## src/rtl/vliw_pkg.sv

```systemverilog
// Shared VLIW front-end types: dispatch FSM states, instruction word width and
// the bundle layout used between fetch/dispatch and the functional-unit array.
package vliw_pkg;

  localparam int unsigned INSN_W         = 32;
  localparam int unsigned PC_W           = 64;
  localparam int unsigned NUM_FU_DEFAULT = 4;

  typedef enum logic [2:0] {
    REQ,
    WAIT_RSP,
    WAIT_FU,
    ISSUE,
    SETTLE
  } dispatch_state_t;

  // Slot i feeds functional unit i.
  typedef logic [NUM_FU_DEFAULT-1:0][INSN_W-1:0] bundle_t;

  // Clears the low lsb_w bits so a redirect target lands on a bundle boundary.
  function automatic logic [PC_W-1:0] align_pc(input logic [PC_W-1:0] addr,
                                               input int unsigned     lsb_w);
    return (addr >> lsb_w) << lsb_w;
  endfunction

endpackage

```

## src/rtl/fetch_pc.sv

```systemverilog
// Bundle program counter: reset beats redirect, redirect beats increment.
// Redirect targets are forced onto a bundle boundary; increment wraps mod 2^64.
module fetch_pc
  import vliw_pkg::*;
#(
  parameter logic [PC_W-1:0] RESET_PC = '0,
  parameter int unsigned     BUNDLE_B = 16
) (
  input  logic            clk,
  input  logic            rst,
  input  logic            redirect_valid,
  input  logic [PC_W-1:0] redirect_addr,
  input  logic            incr,
  output logic [PC_W-1:0] pc
);

  localparam int unsigned ALIGN_W = $clog2(BUNDLE_B);

  logic [PC_W-1:0] pc_q;
  logic [PC_W-1:0] pc_d;

  always_comb begin
    pc_d = pc_q;
    if (redirect_valid) begin
      pc_d = align_pc(redirect_addr, ALIGN_W);
    end else if (incr) begin
      pc_d = pc_q + PC_W'(BUNDLE_B);
    end
  end

  always_ff @(posedge clk) begin
    if (rst) begin
      pc_q <= RESET_PC;
    end else begin
      pc_q <= pc_d;
    end
  end

  assign pc = pc_q;

endmodule

```

## src/rtl/bundle_dispatch.sv

```systemverilog
// Fetch/dispatch stage: fetches one bundle per request, waits for an idle FU
// array, then broadcasts every slot to its FU with a one-cycle issue strobe.
module bundle_dispatch
  import vliw_pkg::*;
#(
  parameter int unsigned NUM_FU   = 4,
  parameter logic [63:0] RESET_PC = 64'h0
) (
  input  logic                     clk,
  input  logic                     rst,
  output logic                     memReqValid,
  input  logic                     memReqReady,
  output logic [63:0]              memAddr,
  input  logic                     memRespValid,
  input  logic [INSN_W*NUM_FU-1:0] memRespData,
  input  logic [NUM_FU-1:0]        fuWorking,
  input  logic [NUM_FU-1:0]        fuStalling,
  output logic [INSN_W*NUM_FU-1:0] instruction,
  output logic [63:0]              bundleAddr,
  output logic [NUM_FU-1:0]        instructionReady,
  input  logic                     redirectValid,
  input  logic [63:0]              redirectAddr,
  output logic                     fetchBusy
);

  localparam int unsigned BUNDLE_B = NUM_FU * 4;
  localparam int unsigned BUNDLE_W = NUM_FU * INSN_W;

  dispatch_state_t     state_q, state_d;
  logic                discard_q, discard_d;
  logic [BUNDLE_W-1:0] bundle_q, bundle_d;
  logic [BUNDLE_W-1:0] instr_q, instr_d;
  logic [63:0]         baddr_q, baddr_d;
  logic [NUM_FU-1:0]   ready_q, ready_d;
  logic                req_valid_q, req_valid_d;
  logic                busy_q, busy_d;
  logic [63:0]         pc;
  logic                incr_c;

  assign incr_c = (state_q == ISSUE);

  fetch_pc #(
    .RESET_PC (RESET_PC),
    .BUNDLE_B (BUNDLE_B)
  ) u_fetch_pc (
    .clk            (clk),
    .rst            (rst),
    .redirect_valid (redirectValid),
    .redirect_addr  (redirectAddr),
    .incr           (incr_c),
    .pc             (pc)
  );

  // Next state and registered outputs; redirect overrides the normal flow.
  always_comb begin
    state_d   = state_q;
    discard_d = discard_q;
    bundle_d  = bundle_q;
    instr_d   = instr_q;
    baddr_d   = baddr_q;
    ready_d   = '0;
    unique case (state_q)
      REQ: begin
        // An accepted request is in flight at the old pc even when redirected.
        if (req_valid_q && memReqReady) begin
          state_d = WAIT_RSP;
          if (redirectValid) discard_d = 1'b1;
        end
      end
      WAIT_RSP: begin
        if (memRespValid) begin
          if (discard_q || redirectValid) begin
            discard_d = 1'b0;
            state_d   = REQ;
          end else begin
            bundle_d = memRespData;
            state_d  = WAIT_FU;
          end
        end else if (redirectValid) begin
          discard_d = 1'b1;
        end
      end
      WAIT_FU: begin
        if (redirectValid) begin
          state_d = REQ;
        end else if (fuWorking == '0 && fuStalling == '0) begin
          state_d = ISSUE;
        end
      end
      ISSUE: begin
        instr_d = bundle_q;
        baddr_d = pc;
        ready_d = '1;
        state_d = SETTLE;
      end
      SETTLE: begin
        // Gives the FUs a cycle to raise working before it is sampled again.
        state_d = REQ;
      end
      default: state_d = REQ;
    endcase
    req_valid_d = (state_d == REQ);
    busy_d      = (state_d != WAIT_FU);
  end

  always_ff @(posedge clk) begin
    if (rst) begin
      state_q     <= REQ;
      discard_q   <= 1'b0;
      bundle_q    <= '0;
      instr_q     <= '0;
      baddr_q     <= '0;
      ready_q     <= '0;
      req_valid_q <= 1'b0;
      busy_q      <= 1'b1;
    end else begin
      state_q     <= state_d;
      discard_q   <= discard_d;
      bundle_q    <= bundle_d;
      instr_q     <= instr_d;
      baddr_q     <= baddr_d;
      ready_q     <= ready_d;
      req_valid_q <= req_valid_d;
      busy_q      <= busy_d;
    end
  end

  assign memReqValid      = req_valid_q;
  assign memAddr          = pc;
  assign instruction      = instr_q;
  assign bundleAddr       = baddr_q;
  assign instructionReady = ready_q;
  assign fetchBusy        = busy_q;

endmodule

```

## config.mk

```make
export PLATFORM = sky130hd
export DESIGN_NAME = bundle_dispatch
export DESIGN_NICKNAME = d
export VERILOG_FILES = /design/src/rtl/vliw_pkg.sv /design/src/rtl/fetch_pc.sv /design/src/rtl/bundle_dispatch.sv
export SDC_FILE = /design/constraint.sdc
export NUM_CORES = 1
export LEC_CHECK = 0
export BUFFER_PORTS_ARGS = -buffer_cell sky130_fd_sc_hd__buf_2
export CAP_MARGIN = 10
export CORE_AREA = 5 5 181 183
export DETAILED_ROUTE_END_ITERATION = 10
export DIE_AREA = 0 0 186 188
export PLACE_DENSITY_LB_ADDON = 0.2
export SYNTH_ARGS = -nofsm -noshare
export SYNTH_HDL_FRONTEND = slang
export SYNTH_SLANG_ARGS = --single-unit
```

## constraint.sdc

```tcl
create_clock -name clk -period 4.57 [get_ports clk]
set_clock_uncertainty 0.15 [all_clocks]
set_input_delay 0.914 -clock clk [delete_from_list [all_inputs] [get_ports clk]]
set_output_delay 0.914 -clock clk [all_outputs]
set_load 0.005 [all_outputs]
```

# Word level (Yosys, flattened, before mapping)
# Cells that the tools add are included.
[op_classes] muxes=14 bitwise_logic=1 eq_ne=6 addsub=1 reduce_logical=12
[ops] cell="$mux 64" count=2
[ops] cell="$add 64x5->64 const B" count=1
[ops] cell="$mux 3" count=4
[ops] cell="$pmux 3 s4" count=1
[ops] cell="$logic_not 4->1" count=2
[ops] cell="$eq 3x2->1 const B" count=2
[ops] cell="$logic_not 3->1" count=2
[ops] cell="$reduce_and 3->1" count=2
[ops] cell="$mux 1" count=4
[ops] cell="$mux 4" count=1
[ops] cell="$reduce_bool 2->1" count=2
[ops] cell="$eq 3x1->1 const B" count=1
[ops] cell="$ne 3x2->1 const B" count=1
[ops] cell="$ne 3x3->1 const B" count=1
[ops] cell="$logic_and 1x1->1" count=2
[ops] cell="$mux 2" count=1
[ops] cell="$ne 2x2->1 const B" count=1
[ops] cell="$pmux 1 s2" count=1
[ops] cell="$reduce_or 2->1" count=1
[ops] cell="$logic_or 1x1->1" count=1
[ops] cell="$not 1->1" count=1
[totals] regBits=394 input_bits=205 word_cells=44 output_inout_bits=262

# Longest topological paths before layout
[logic_depth] depth_word=6 mapped_depth=8 ltp_nobuf=6

# Modules after synthesis
# From an unflattened synthesis, not the netlist that was laid out.
[hier_totals] hier_cells=1926 hier_area_um2=15466.1
[by_module_without_submodules] module="bundle_dispatch" cells_each=1449 instances=1 area_each_um2=11741.3 seq_area_each_um2=6546.3
[by_module_without_submodules] module="fetch_pc" cells_each=477 instances=1 area_each_um2=3724.8 seq_area_each_um2=1201.2

# Least setup slack after synthesis
# Ideal clock, no wire load.
[synth_timing] path_type="input to register" from="input redirectValid" to="register busy_q (netlist: fetchBusy)" stages=5 setup_ns=0.123 path_slack_ns=2.099 required_ns=4.297 arrival_ns=2.198 n_path_buf=1 cell_sequence="clkbuf_1 > nor4b_1 > nand3_1 > or4b_2 > or2_2"
[synth_between] elab_chain_len=5 elab_cells_between_ends=6 classes_between="eq/ne (1); mux (4); reduce/logical (1)"
[synth_rtl] element="from (decl)" line="bundle_dispatch.sv:21" rtl="input logic redirectValid,"
[synth_rtl] element="$logic_or 1x1->1" line="bundle_dispatch.sv:72" rtl="if (discard_q || redirectValid) begin"
[synth_rtl] element="$mux 2" line="bundle_dispatch.sv:72"
[synth_rtl] element="$mux 3" line="bundle_dispatch.sv:71" rtl="if (memRespValid) begin"
[synth_rtl] element="$pmux 3 s4 (*)" line="bundle_dispatch.sv:62" rtl="unique case (state_q)"
[synth_rtl] element="$ne 3x2->1 (*)" line="bundle_dispatch.sv:103" rtl="busy_d = (state_d != WAIT_FU);"
[synth_rtl] element="to (signal assigned)" line="bundle_dispatch.sv:124" rtl="busy_q <= busy_d;"
[synth_rtl] element="to (decl)" line="bundle_dispatch.sv:36" rtl="logic busy_q, busy_d;"
# Mark *: on every way between the ends. The rest lies on a longest branch, timed or not.
# A chain may end at the register's enable or synchronous reset.

# Final worst setup path
[layout_timing] from="register u_fetch_pc.pc_q[15] (netlist: u_fetch_pc.pc[15])" to="register u_fetch_pc.pc_q[55] (netlist: u_fetch_pc.pc[55])"
[layout_between] elab_chain_len=3
[layout_rtl] element="from (decl)" line="fetch_pc.sv:19" rtl="logic [PC_W-1:0] pc_q;"
[layout_rtl] element="from (signal assigned)" line="fetch_pc.sv:35" rtl="pc_q <= pc_d;"
[layout_rtl] element="$add 64x5->64" line="fetch_pc.sv:27" rtl="pc_d = pc_q + PC_W'(BUNDLE_B);"
[layout_rtl] element="$mux 64" line="fetch_pc.sv:26" rtl="end else if (incr) begin"
[layout_rtl] element="$mux 64" line="fetch_pc.sv:24" rtl="if (redirect_valid) begin"
# Every way passes these cells. The select of a mux whose other input is x is not followed.

==> results_dict.tcl <==
set metrics [dict create \
    post_cts_buffers 0 \
    post-route-min-period_ps 3100 \
    routed_wl_um 45200 \
    power_mw 7.10 \
    max_stage_delay_ps 1010 \
    insertion_delay_ps 520 \
    synthCells 1912 \
    multi_input_area_um2 6600 \
    min_to "instruction[28]" \
    vias_per_cell 5.33 \
    grt_start_max_net_pins 196 \
    min-delay-start "bundle_q[28]" \
    syn_area_um2 14900 \
    clk_pin_slew_ps 60 \
    layout-drive-gt1-share 0.235 \
    cts_htree_levels 2 \
    seq_area_um2 7670 \
    die_area_um2 35000 \
    fillerInstances 2930 \
    yosys.area.top_type "dfxtp_1" \
    final_area_um2 18600 \
    postSynthAreaPerCell_um2 7.78 \
    synth_top_area_frac 0.516 \
    critPathCaptureType "flip-flop" \
    ir_worst_vdd_uv 386 \
    worstSetupStartpointType "flip-flop" \
    grt_pass1_wl_um 70800 \
    place.gp.congestion 0.895 \
    synthesis.yosys.warnings 0 \
    yosysUniqueCellTypes 51 \
    cts_resized 0 \
    synthTopCellsByArea "dfxtp_1, nand2_1, a21oi_1" \
    synth-seq-cells 383 \
    drcViolationCount 0 \
    synth_edf_count 0 \
    worst_r2r_path_depth 5 \
    nNetsFinal 2480 \
    place_area_um2 17200 \
    core_area_um2 31100 \
    final.setup.tns_ps 0 \
    num_io_pins 467 \
    reg2reg_slack_ps 1470 \
    path_max_fanout 11 \
    synth_flop_cell "dfxtp_1" \
    vias 14500 \
    fin_crit_sh 0.678 \
    start_util 0.479 \
    maxSlewViolCount 0 \
    cpMostUsedCell "nand4_1" \
    hold_depth 2 \
    routedWlPerCell_um 16.6 \
    crit_slowest_cell "nor4_2" \
    critPathKind "flip-flop to flip-flop" \
    ctsHoldBuffers 0 \
    io_buffer_count 454 \
    cts_tree "yes" \
    hold_class "flip-flop to flip-flop" \
    p_per_area_nw_per_um2 382 \
    slew-limit-headroom 0.167 \
    row_count 65 \
    die_x_um 186 \
    synth_most_common_cell "nand2_1" \
    rsz0062_at_grt "false" \
    cts-buffers-inserted 40 \
    grt_pass1_vias 13600 \
    overflow 0 \
    r2r-end "u_fetch_pc.pc[55]" \
    cts_root_buf "clkbuf_16" \
    die_y_um 188 \
    dp.final_hpwl_um 30400 \
    leakage_nw 7.35 \
    areaGrowthSynthToFinish_pct 25.0 \
    drv_cap 0 \
    ant_nets 0 \
    synthTopCellsByCount "nand2_1, dfxtp_1, a21oi_1" \
    grt_antenna_before_repair 17 \
    final_hold_viol_count 0 \
    grt_usage 0.244 \
    first_iter_violations 1067 \
    setup_viol 0 \
    worstPathCellList "nand4_1 -> nor4_2 -> nand4_1 -> mux2i_1 -> o211ai_1" \
    async_flop_share 0 \
    drt_pass1_iterations 5 \
    ys_seq_area_frac 0.516 \
    status "completed" \
    worstReg2RegStart "u_fetch_pc.pc[15]" \
    clock_path_buffers 3 \
    cp.required_ps 4780 \
    tightest_slew_ps 1240 \
    cts.sinks 383 \
    arrival_ps 3310 \
    max_clock_freq_mhz 323 \
]
sequential cells by signal (all words and copies together) (netlist names):
register and count:
bundle_q 128, state_q 3, fetchBusy 1, instruction 128
discard_q 1, instructionReady 1, bundleAddr 60, u_fetch_pc.pc 60
memReqValid 1
worst max-delay path by stage:
stage,startpoint,to,cells past startpoint
5_1_grt,u_fetch_pc.pc[15],u_fetch_pc.pc[55],5
6_report,u_fetch_pc.pc[15],u_fetch_pc.pc[55],5
4_1_cts,u_fetch_pc.pc[15],u_fetch_pc.pc[55],5
3_5_place_dp,redirectValid,bundle_q[94],6
3_3_place_gp,redirectValid,bundle_q[105],6
2_1_floorplan,redirectValid,fetchBusy,5
cell usage in the layout, fill, tap and decap left out, drive strengths merged, types with 8 or more instances in the layout:
cell,n
buf,465
mux2i,10
inv,11
nand4,38
nor2,65
and4,11
dfxtp,383
nor4,29
nor3b,10
nand2,680
a21oi,329
clkbuf,58
nand3,29
xnor2,25
xor2,14
a211oi,33
clkinv,9
and3,13
diode,15
or3,9
conb,8
nor3,15
per-layer routing:
layer	vias to the layer above	track usage	part of all wire
li1	7110	-	-
met1	6686	0.302	0.39
met2	567	0.388	0.47
met3	122	0.0766	0.10
met4	8	0.108	0.038
met5	-	0	0.00099
kinds of logic after synthesis:
logic type               Yosys count  share of synthesized area
flip-flops                       383                      0.516
AND/OR/NAND/NOR                  926                      0.268
XOR/XNOR                          39                     0.0230
AO/OA/AOI/OAI                    391                      0.141
buffers and inverters            161                     0.0442
other                              1                   0.000252
multiplexers                      10                    0.00673
adder cells (fa/ha/maj)            1                   0.000841
power by group:
group          internal (mW)  total [mW]  switching, mW
Combinational          0.152       0.341          0.189
Clock                   1.97        3.28           1.31
Sequential              3.39        3.48         0.0874
Total                   5.52        7.10           1.58
final cells by class:
class	instances	area share
flip-flops and latches	383	0.412
multi-input cells	1375	0.355
repair buffers	465	0.129
clock buffers	58	0.0635
well taps	402	0.0271
clock inverters	14	0.00882
diodes	15	0.00202
inverters	9	0.00182
critical path, delay by kind of cell (launching register included):
| kind | cells | cell delay (ps) |
|---|---|---|
| AND/OR/NAND/NOR | 3 | 1840 |
| flip-flops | 1 | 560 |
| multiplexers | 1 | 280 |
| AO/OA/AOI/OAI | 1 | 110 |
metrics by stage:
step | std cells | util | setup slack (ps) | hold slack (ps)
after global placement | 2634 | 0.554 | 1360 | 286
after CTS | 2706 | 0.597 | 1580 | 300
after global routing | 2718 | 0.598 | 1280 | 309
final | 2721 | 0.598 | 1470 | 298
after floorplan | 1919 | - | 2100 | 282
after detailed placement | 2634 | 0.554 | 1340 | 291
No activity file was read; power rests on OpenSTA's default activity.
